<file path="src/rtl/keyed_state_lock.sv">
// Key-gated present-state register for locked benchmark FSMs: a free-running
// window counter picks the expected key, and a mismatch loads that window's decoy state.
module keyed_state_lock #(
  parameter int                          NUM_KEYS    = 3,
  parameter int                          KEY_W       = 10,
  parameter int                          STATE_W     = 5,
  parameter int                          WINDOW_LEN  = 7,
  parameter logic [NUM_KEYS*KEY_W-1:0]   KEYS        = {10'd859, 10'd57, 10'd210},
  parameter logic [NUM_KEYS*STATE_W-1:0] DECOYS      = {5'd9, 5'd12, 5'd19},
  parameter logic [STATE_W-1:0]          RESET_STATE = STATE_W'(1),
  parameter bit                          STICKY      = 1'b0,
  localparam int                         IDX_W       = (NUM_KEYS > 1) ? $clog2(NUM_KEYS) : 1
) (
  input  logic               clk,
  input  logic               rst,
  input  logic               hold,
  input  logic [KEY_W-1:0]   key_in,
  input  logic [STATE_W-1:0] nx_state,
  output logic [STATE_W-1:0] pr_state,
  output logic [IDX_W-1:0]   win_idx
);

  localparam int CNT_W = (WINDOW_LEN > 1) ? $clog2(WINDOW_LEN) : 1;

  localparam logic [CNT_W-1:0] SUB_LAST = CNT_W'(WINDOW_LEN - 1);
  localparam logic [IDX_W-1:0] WIN_LAST = IDX_W'(NUM_KEYS - 1);

  logic [CNT_W-1:0]   sub_cnt;
  logic               locked_out;
  logic [KEY_W-1:0]   key_sel;
  logic [STATE_W-1:0] decoy_sel;
  logic               match;

  // Key and decoy are chosen by the window index in force before the edge.
  always_comb begin
    key_sel   = KEYS[int'(win_idx)*KEY_W +: KEY_W];
    decoy_sel = DECOYS[int'(win_idx)*STATE_W +: STATE_W];
    match     = (key_in == key_sel);
  end

  // NOTE: every register here uses <= so all updates see the same pre-edge
  // win_idx/locked_out; blocking assignments would let the counter advance
  // before the key check reads it.
  always_ff @(negedge clk or posedge rst) begin
    if (rst) begin
      pr_state   <= RESET_STATE;
      sub_cnt    <= '0;
      win_idx    <= '0;
      locked_out <= 1'b0;
    end else if (!hold) begin
      pr_state <= (match && !locked_out) ? nx_state : decoy_sel;

      if (STICKY && !match) locked_out <= 1'b1;

      if (sub_cnt == SUB_LAST) begin
        sub_cnt <= '0;
        win_idx <= (win_idx == WIN_LAST) ? '0 : win_idx + 1'b1;
      end else begin
        sub_cnt <= sub_cnt + 1'b1;
      end
    end
  end

endmodule

</file>
<file path="config.mk">
export PLATFORM = sky130hd
export DESIGN_NAME = keyed_state_lock
export DESIGN_NICKNAME = d
export VERILOG_FILES = /design/src/rtl/keyed_state_lock.sv
export SDC_FILE = /design/constraint.sdc
export NUM_CORES = 1
export LEC_CHECK = 0
export CAP_MARGIN = 25
export CORE_AREA = 5 5 42 44
export CTS_CLUSTER_SIZE = 30
export DETAILED_ROUTE_END_ITERATION = 8
export DIE_AREA = 0 0 47 49
export GPL_TIMING_DRIVEN = 0
export PLACE_DENSITY = 0.7
export SKIP_LAST_GASP = 1
export SLEW_MARGIN = 0
export SYNTH_ARGS = -nofsm -noshare
export SYNTH_HDL_FRONTEND = slang
export SYNTH_SLANG_ARGS = --single-unit
</file>
<file path="constraint.sdc">
create_clock -name clk -period 1.4 [get_ports clk]
set_input_delay 0.21 -clock clk [delete_from_list [all_inputs] [get_ports clk]]
set_output_delay 0.21 -clock clk [all_outputs]
set_load 0.01 [all_outputs]
</file>
# Yosys cells after proc, flatten, opt, wreduce, memory -nomap -nowiden
# Index checks and enable logic that the tools add are counted.
[totals] reg_bits=10 in_bits=18 out_inout_bits=7 wordCells=19
[op_classes] n_addsub=2 mul=2 n_eq_ne=3 n_shift=2 muxes=3 bitwise_logic=1 n_reduce_logical=3
[op_table] operator="30-bit by 7-bit variable part select with 10-bit output, first input constant" n=1
[op_table] operator="15-bit by 6-bit variable part select with 5-bit output, first input constant" n=1
[op_table] operator="10-bit equality test" n=1
[op_table] operator="2-bit by 3-bit multiplier with 5-bit output, second input constant" n=2
[op_table] operator="5-bit 2-to-1 mux" n=1
[op_table] operator="3-bit by 1-bit adder with 3-bit output, second input constant" n=1
[op_table] operator="3-bit equality test, second input constant" n=1
[op_table] operator="3-bit 2-to-1 mux" n=1
[op_table] operator="2-bit by 1-bit adder with 2-bit output, second input constant" n=1
[op_table] operator="2-bit equality test, second input constant" n=1
[op_table] operator="2-bit 2-to-1 mux" n=1
[op_table] operator="2-bit AND reduction" n=1
[op_table] operator="1-bit logical AND" n=1
[op_table] operator="1-bit logical NOT" n=1
[op_table] operator="1-bit NOT" n=1

# Logic depth before layout (Yosys ltp)
[logic_depth] depth_word=5 mapped_depth=4 mapped_depth_nobuf=4

==> out/results.tsv <==
stage	metric	value	unit
clock_tree	clkSinkCount	9	
global_routing	grt_use_total	0.0845	
placed_design	place_congestion	0.734	
sta	finalSetupViolations	10	
worst_setup_path	critPathTopFamily	flip-flops	
worst_setup_path	cp.required	1.19	ns
yosys	yosys.area_share.adder	0.0865	
floorplan	core_area	1400	um2
global_routing	antenna_found_initial	0	
placed_design	port_buffers	9	
sta	clock_skew	0.0482	ns
placed_design	dpl_cell_area	574	um2
worst_setup_path	slowest_delay	0.52	ns
yosys	ys_ff_latch	9	
worst_setup_path	crit_slowest_cell	dfstp_2	
clock_tree	cts_tree	yes	
power	max-vdd-ir-drop	0.000710	V
worst_setup_path	worstPathCellList	buf_6	
floorplan	design.die.area	2300	um2
floorplan	dieHeight	49	um
yosys	synthCells	35	
routing	first_pass_iters	3	
yosys	synth_compound_area_frac	0.0807	
worst_setup_path	worstPathArrival	1.64	ns
yosys	yosysUniqueCellTypes	17	
floorplan	dieWidth	47	um
worst_setup_path	critPathLaunchType	register	
power	p_comb_frac	0.484	
yosys	synth_top_family_by_area	multiplexers	
global_routing	grt_max_degree	10	
power	switching_share	0.314	
status	violations	negative setup slack	
power	powerDensity	2010	nW/um2
power	p_int	0.000937	W
yosys	synth_area	434	um2
worst_setup_path	critical_path.max_fanout	2	
clock_tree	h-tree-depth	1	
sta	timing.slew.headroom	0.768	
routing	num_vias	314	
floorplan	io_pins	25	
placed_design	dp_hpwl	510	um
yosys	synth-simple-area-share	0.0922	
placed_design	place_ws	-0.790	ns
clock_tree	clock_latency	0.32	ns
run	drv_cap	0	
layout	fin_nets	76	
sta	tightest_slew	0.348	ns
power	power_leakage	0.358	nW
yosys	synth.net_count	56	
yosys	synth-seq-area-share	0.522	
global_routing	grt-ovfl-total	0	
yosys	yosysWarningCount	1	
yosys	synth_xor_xnor_area_share	0	
status	status	finished with violations	
layout	layout-drive-gt1-share	0.519	
worst_setup_path	crit_buf_inv	1	
yosys	postSynthAreaPerCell	12.4	um2
global_routing	grt_pass1_wl	1300	um
sta	fin_tns_setup	-2.75	ns
yosys	muxShareOfSynthArea	0.156	
layout	syn2layout_area_growth	56.2	%
worst_setup_path	critical_path_class	reg2out	
layout	n_antenna_cell	0	
clock_tree	cts_made_buffers	3	
global_routing	first_global_vias	299	
routing	drt_iter0_markers	3	
worst_setup_path	crit_path_end_kind	primary output	
routing	vias_per_cell	4.49	
power	p_switching	0.000429	W
routing	drt_wl_total	798	um
routing	ant_nets	0	
clock_tree	clockRootBuffer	clkbuf_4	
layout	final_cells	70	
layout	stdcell_area	678	um2
floorplan	rows	14	
sta	rsz0062_at_grt	true	
floorplan	start_util	0.310	
routing	drc	0	
power	power_frac_clock	0.155	
sta	hold_viol_final	0	
clock_tree	cts_max_path_buffers	2	
power	seqPwrFrac	0.361	
sta	fin_ws	-0.451	ns
clock_tree	cts.reportedPaths.clkPinSlew	0.05	ns
routing	drt-wirelength-per-cell	11.4	um
sta	slew_viol_final	0	
clock_tree	cts_hold_buf	0	
min_path	holdCritPathClass	reg2reg	
placed_design	place_inst	60	
## power groups by stage
stage	clock, W	sequential [W]	combinational, W
3_5_place_dp	0.00000894	0.000503	0.000554
4_1_cts	0.000219	0.000489	0.000652
2_1_floorplan	0.00000894	0.000527	0.000282
5_1_grt	0.000231	0.000514	0.000722
3_3_place_gp	0.00000894	0.000500	0.000548
6_report	0.000212	0.000493	0.000661
## worst paths after layout
kind | startpoint | end | slack, ns | depth (start not counted)
worst max-delay path | pr_state[0]$_DFFE_NP1N_ | pr_state[0] | -0.45 | 1
worst min-delay path | pr_state[3]$_DFFE_NP0N_ | pr_state[3]$_DFFE_NP0N_ | 0.47 | 1
worst max register to register | win_idx[0]$_DFFE_NP0P_ | pr_state[3]$_DFFE_NP0N_ | 0.11 | 4
worst min register to register | pr_state[3]$_DFFE_NP0N_ | pr_state[3]$_DFFE_NP0N_ | 0.47 | 1
max in group asynchronous | rst | pr_state[0]$_DFFE_NP1N_ | 0.25 | 2
min in group asynchronous | rst | sub_cnt[0]$_DFFE_NP0N_ | 0.78 | 2
## synthesized netlist by cell type (all sizes together)
cell type / n / area share
a211oi: 1 / 0.017
a21o: 2 / 0.035
and4bb: 1 / 0.029
buf: 2 / 0.029
dfrtn: 8 / 0.46
dfstp: 1 / 0.061
ha: 3 / 0.086
inv: 4 / 0.035
mux2: 6 / 0.16
nand2: 1 / 0.0086
nor2: 1 / 0.0086
nor2b: 2 / 0.029
nor3b: 1 / 0.017
o21ai: 1 / 0.012
o21bai: 1 / 0.017
## placed cells by master, fill, tap and decap left out
| cell | count |
|---|---|
| bufbuf_16 | 1 |
| nor3b_1 | 1 |
| o21bai_1 | 1 |
| nor2b_1 | 1 |
| buf_2 | 4 |
| o21ai_0 | 1 |
| a211oi_1 | 1 |
| dfrtn_1 | 8 |
| nor2b_4 | 1 |
| and4bb_2 | 1 |
| buf_12 | 1 |
| clkbuf_4 | 3 |
| buf_8 | 1 |
| clkdlybuf4s50_1 | 1 |
| buf_4 | 5 |
| mux2_4 | 6 |
| inv_1 | 5 |
| dfstp_2 | 1 |
| nor2_1 | 1 |
| nand2_1 | 1 |
| a21o_1 | 2 |
| ha_1 | 3 |
| buf_6 | 4 |
## state kept, by name, summed over array words and instances (netlist names)
name,cells
pr_state,4
win_idx,2
sub_cnt,3
## cell type report
type,count,area (um2)
Buffer,2,31.3
Clock buffer,3,22.5
Clock inverter,2,7.51
Fill cell,125,723
Inverter,3,11.3
Multi-Input combinational cell,20,210
Sequential cell,9,226
Tap cell,16,20.0
Timing Repair Buffer,15,149
## per-layer routing
metal,share of wire,track usage,vias to the layer above
met5,0,0,-
met4,0.036,0.0829,0
met3,0.086,0.0369,3
met2,0.42,0.0973,10
met1,0.46,0.108,149
li1,-,-,152
## cells by family (layout without fill, tap and decap cells)
kind of cell    after synthesis  in the layout
compound gates                5              5
fa+ha+maj                     3              3
buf+inv                       6             25
flops                         9              9
mux                           6              6
simple gates                  6              6
## through the flow
step / util / hold WS, ns / power [W]
floorplan: - / 0.465 / 0.000818
global placement: 0.410 / 0.457 / 0.00106
detailed placement: 0.410 / 0.457 / 0.00107
CTS: 0.474 / 0.459 / 0.00136
global route: 0.484 / 0.509 / 0.00147
finish: 0.484 / 0.472 / 0.00137
## what timing repair did
action	4_1_cts	5_1_grt
endpoints found under the setup margin	16	10
resized for setup	41	2
cloned	1	0
setup buffers	4	1
pin swaps	1	1
Power figures use the tool's default switching activity.
